### src/rtl/addsub_nibble_seq.sv
// Nibble-serial add/subtract sequencer sharing one 4-bit carry-lookahead slice.
// LSB nibble first; carry is held in a register between nibbles.

module full_adder_4bit (
    input  logic [3:0] a,
    input  logic [3:0] b,
    input  logic       cin,
    output logic [3:0] sum,
    output logic       cout
);
    logic [3:0] g;
    logic [3:0] p;
    logic [3:0] c;

    assign g = a & b;
    assign p = a ^ b;

    assign c[0] = cin;
    assign c[1] = g[0] | (p[0] & cin);
    assign c[2] = g[1] | (p[1] & g[0]) | (p[1] & p[0] & cin);
    assign c[3] = g[2] | (p[2] & g[1]) | (p[2] & p[1] & g[0])
                | (p[2] & p[1] & p[0] & cin);
    assign cout = g[3] | (p[3] & g[2]) | (p[3] & p[2] & g[1])
                | (p[3] & p[2] & p[1] & g[0])
                | (p[3] & p[2] & p[1] & p[0] & cin);
    assign sum  = p ^ c;
endmodule

module addsub_nibble_seq #(
    parameter int NIBBLES = 4
) (
    input  logic                   clk,
    input  logic                   rst,
    input  logic                   start_valid,
    output logic                   start_ready,
    input  logic                   op,
    input  logic [4*NIBBLES-1:0]   a,
    input  logic [4*NIBBLES-1:0]   b,
    output logic                   res_valid,
    input  logic                   res_ready,
    output logic [4*NIBBLES-1:0]   result,
    output logic                   cout,
    output logic                   ovf,
    output logic                   zero,
    output logic                   busy
);
    localparam int W  = 4 * NIBBLES;
    localparam int IW = $clog2(NIBBLES);
    localparam logic [IW-1:0] LAST = IW'(NIBBLES - 1);

    typedef enum logic [1:0] {
        IDLE = 2'd0,
        RUN  = 2'd1,
        DONE = 2'd2
    } state_t;

    state_t        state_q;
    state_t        state_d;
    logic [W-1:0]  a_reg;
    logic [W-1:0]  b_reg;
    logic          carry_q;
    logic [IW-1:0] idx;

    logic          accept;
    logic          step;
    logic          last;
    logic [3:0]    s_a;
    logic [3:0]    s_b;
    logic [3:0]    s_sum;
    logic          s_cout;
    logic [W-1:0]  next_res;

    assign s_a = a_reg[{idx, 2'b00} +: 4];
    assign s_b = b_reg[{idx, 2'b00} +: 4];

    full_adder_4bit u_slice (
        .a    (s_a),
        .b    (s_b),
        .cin  (carry_q),
        .sum  (s_sum),
        .cout (s_cout)
    );

    // Result with the current nibble merged in, so zero sees the full word.
    always_comb begin
        next_res = result;
        next_res[{idx, 2'b00} +: 4] = s_sum;
    end

    always_comb begin
        state_d     = state_q;
        start_ready = 1'b0;
        res_valid   = 1'b0;
        accept      = 1'b0;
        step        = 1'b0;
        last        = 1'b0;
        unique case (state_q)
            IDLE: begin
                start_ready = 1'b1;
                if (start_valid) begin
                    accept  = 1'b1;
                    state_d = RUN;
                end
            end
            RUN: begin
                step = 1'b1;
                if (idx == LAST) begin
                    last    = 1'b1;
                    state_d = DONE;
                end
            end
            DONE: begin
                res_valid = 1'b1;
                if (res_ready) begin
                    state_d = IDLE;
                end
            end
            default: state_d = IDLE;
        endcase
    end

    assign busy = (state_q != IDLE);

    always_ff @(posedge clk) begin
        if (rst) begin
            state_q <= IDLE;
            a_reg   <= '0;
            b_reg   <= '0;
            carry_q <= 1'b0;
            idx     <= '0;
            result  <= '0;
            cout    <= 1'b0;
            ovf     <= 1'b0;
            zero    <= 1'b0;
        end else begin
            state_q <= state_d;
            if (accept) begin
                a_reg   <= a;
                b_reg   <= op ? ~b : b;
                carry_q <= op;
                idx     <= '0;
            end
            if (step) begin
                result  <= next_res;
                carry_q <= s_cout;
                if (last) begin
                    cout <= s_cout;
                    ovf  <= (a_reg[W-1] == b_reg[W-1])
                          && (s_sum[3] != a_reg[W-1]);
                    zero <= (next_res == '0);
                end else begin
                    idx <= idx + 1'b1;
                end
            end
        end
    end
endmodule

### config.mk
export PLATFORM = sky130hd
export DESIGN_NAME = addsub_nibble_seq
export DESIGN_NICKNAME = d
export VERILOG_FILES = /design/src/rtl/addsub_nibble_seq.sv
export SDC_FILE = /design/constraint.sdc
export NUM_CORES = 1
export LEC_CHECK = 0
export ABC_AREA = 0
export BUFFER_PORTS_ARGS = -buffer_cell sky130_fd_sc_hd__buf_2
export CORE_UTILIZATION = 49
export CTS_CLUSTER_SIZE = 10
export DETAILED_ROUTE_END_ITERATION = 8
export PLACE_DENSITY_LB_ADDON = 0.05
export SLEW_MARGIN = 20
export SYNTH_ARGS = -nofsm -noshare
export SYNTH_HDL_FRONTEND = slang
export SYNTH_SLANG_ARGS = --single-unit
### constraint.sdc
create_clock -name clk -period 2.95 [get_ports clk]
set_clock_uncertainty 0.15 [all_clocks]
set_input_delay 0.1475 -clock clk [delete_from_list [all_inputs] [get_ports clk]]
set_output_delay 0.1475 -clock clk [all_outputs]
set_load 0.01 [all_outputs]
==> flow_metrics.env <==
export IMPL_status="finished clean"
export IMPL_dr_wl_met3_um=326
export IMPL_die_h_um=77.4
export IMPL_dieArea_um2=5990
export IMPL_syn_area_um2=2790
export IMPL_max_stage_delay_ns=0.58
export IMPL_setup_viol=0
export IMPL_hpwl_um=4730
export IMPL_cts_buffer_depth=2
export IMPL_path_buf_inv=0
export IMPL_yosys_top_cells_area="dfxtp_1 40%, mux4_2 6.5%, nor2_1 6.3%"
export IMPL_avgSynthCellArea_um2=8.85
export IMPL_vias=2520
export IMPL_path_clk_slew_ns=0.09
export IMPL_worstPathArrival_ns=2.82
export IMPL_first_iter_violations=181
export IMPL_worstPathMaxFanout=7
export IMPL_synth_top_area_share_pct=40.2
export IMPL_die_x_um=77.4
export IMPL_seq_area_frac_synth_pct=40.2
export IMPL_diodes=0
export IMPL_num_rows=27
export IMPL_slew_viol_final=0
export IMPL_cpLargestDelayFamily="compound AO/OA/AOI/OAI gates"
export IMPL_r2r_slack_ns=0.20
export IMPL_worstRegToRegCells=7
export IMPL_layout_drive_gt1_share_pct=23.1
export IMPL_n_fill_cell=481
export IMPL_synth_nets=364
export IMPL_grt_pass1_vias=2393
export IMPL_synthArstFlopShare_pct=0
export IMPL_synthFlopType="dfxtp_1"
export IMPL_hold_violations=0
export IMPL_firstDrtPassIters=4
export IMPL_worst_slew_margin_rel_pct=55.0
export IMPL_tightest_slew_ns=0.668
export IMPL_cts_tree="done"
export IMPL_holdCritPathClass="in -> reg"
export IMPL_routedWlPerCell_um=14.1
export IMPL_clock_sinks=56
export IMPL_cp_depth=7
export IMPL_wl_um=6680
export IMPL_ir_worst_vdd_uv=325
export IMPL_yosys_warnings=0
export IMPL_cp_slowest_cell="mux4_2"
export IMPL_rsz0062_at_grt="false"
export IMPL_grt_usage_pct=23.9
export IMPL_fmax_mhz=364
export IMPL_drc=0
export IMPL_synthCells=315
export IMPL_antenna_found_initial=0
export IMPL_fin_crit_ns=2.75
export IMPL_path_cells="mux4_2 > ha_1 > a211o_1 > a311oi_2 > nor2_2 > a22o_1 > o32ai_2"
export IMPL_end_kind="flop"
export IMPL_setup_tns_ns=0
export IMPL_fp_coreArea_um2=5510
export IMPL_holdPathStages=2
export IMPL_cts_root_buf="clkbuf_8"
export IMPL_start_kind="flop"
export IMPL_hold_ws_ns=0.0841
export IMPL_synth_area_leader_cell="dfxtp_1"
export IMPL_initial_utilization_pct=50.6
export IMPL_area_growth_pct=28.2
export IMPL_final_cell_mix="58 x buf_2, 55 x dfxtp_1, 47 x nor2_1"
export IMPL_globalplace_congestion=0.866
export IMPL_grt_pass1_wl_um=11300
export IMPL_avgViaCountPerCell=5.31
export IMPL_overflow=0
export IMPL_grt_start_max_net_pins=37
export IMPL_fin_crit_sh_pct=93.2
export IMPL_maxCapViolCount=0
export IMPL_ys_ff_latch=56
export IMPL_cts_buffers=5
export IMPL_final_common_cell="buf_2"
export IMPL_io_pins=59
export IMPL_port_buffers=58
export IMPL_met2_length_um=3080
export IMPL_leakage_nw=1.49
export IMPL_met1_length_um=3210
export IMPL_power_density_nw_per_um2=454
export IMPL_antenna_left=0
export IMPL_critPathKind="reg -> reg"
export IMPL_crit_required_ns=3.02
export IMPL_utilization_pct=64.9
export IMPL_ctsHtreeMaxLevel=2
export IMPL_synth_cell_types=45
export IMPL_synth_edf_count=0
export IMPL_layout_nets=451
export IMPL_insertion_delay_ns=0.31
export IMPL_dr_max_layer_used="met4"
## per-layer routing
metal  vias up  track usage, %
met3         6            4.47
met1      1159            33.9
met4         0            6.60
met2        65            37.3
li1       1290               -
met5         -               0
## report_power, final
part / switching, mW / internal (mW)
Combinational: 0.201 / 0.186
Clock: 0.238 / 0.166
Sequential: 0.0338 / 0.798
## final cells by class
| type | instances | area (um2) | share of cell area (%) |
|---|---|---|---|
| multi-input combinational | 232 | 1550 | 43.4 |
| inverter | 5 | 18.8 | 0.525 |
| clock buffer | 5 | 68.8 | 1.93 |
| sequential | 56 | 1120 | 31.4 |
| timing repair buffer | 102 | 703 | 19.7 |
| clock inverter | 3 | 18.8 | 0.525 |
| tap | 72 | 90.1 | 2.52 |
## logic make-up after synthesis
kind of cell	after synthesis	share of synthesized area (%)
xor gates and xnor gates	17	5.34
buffers and inverters	27	4.13
adders and majority gates	12	5.66
and+or+nand+nor	123	19.6
AOI/OAI and AO/OA	72	18.6
DFF	56	40.2
muxes	8	6.47
## what timing repair did
action                                  in CTS  in global routing
hold endpoints to repair                    33                  0
setup buffers                                0                  0
gates resized for setup                      0                  1
hold buffers                                33                  0
endpoints found under the setup margin       0                 10
## synthesized netlist by cell type (3+ instances only)
master	count
a211oi_1	18
a21oi_1	22
a22oi_1	13
and2_1	3
buf_2	11
clkbuf_1	10
dfxtp_1	56
ha_1	11
inv_1	5
mux4_2	8
nand2_1	44
nand2b_1	4
nand3_1	4
nor2_1	47
nor2b_1	3
nor3_1	3
nor4_1	5
xnor2_1	16
## worst paths after layout
check,startpoint,end
setup reg to reg,idx[0],zero
hold / removal,rst,result[11]
hold reg to reg,a_reg[14],a_reg[14]
setup / recovery,idx[0],zero
## per-stage QoR
step                      power, mW  std cells  worst slack (ns)  cell area, um2
after global routing           1.72        475            0.0417            3570
after global placement         1.20        434             0.145            3150
after floorplan                1.09        315            0.0211            2790
final                          1.62        475             0.199            3570
after CTS                      1.64        475            0.0237            3570
after detailed placement       1.20        434            0.0484            3150
(Power assumes the default switching activity.)
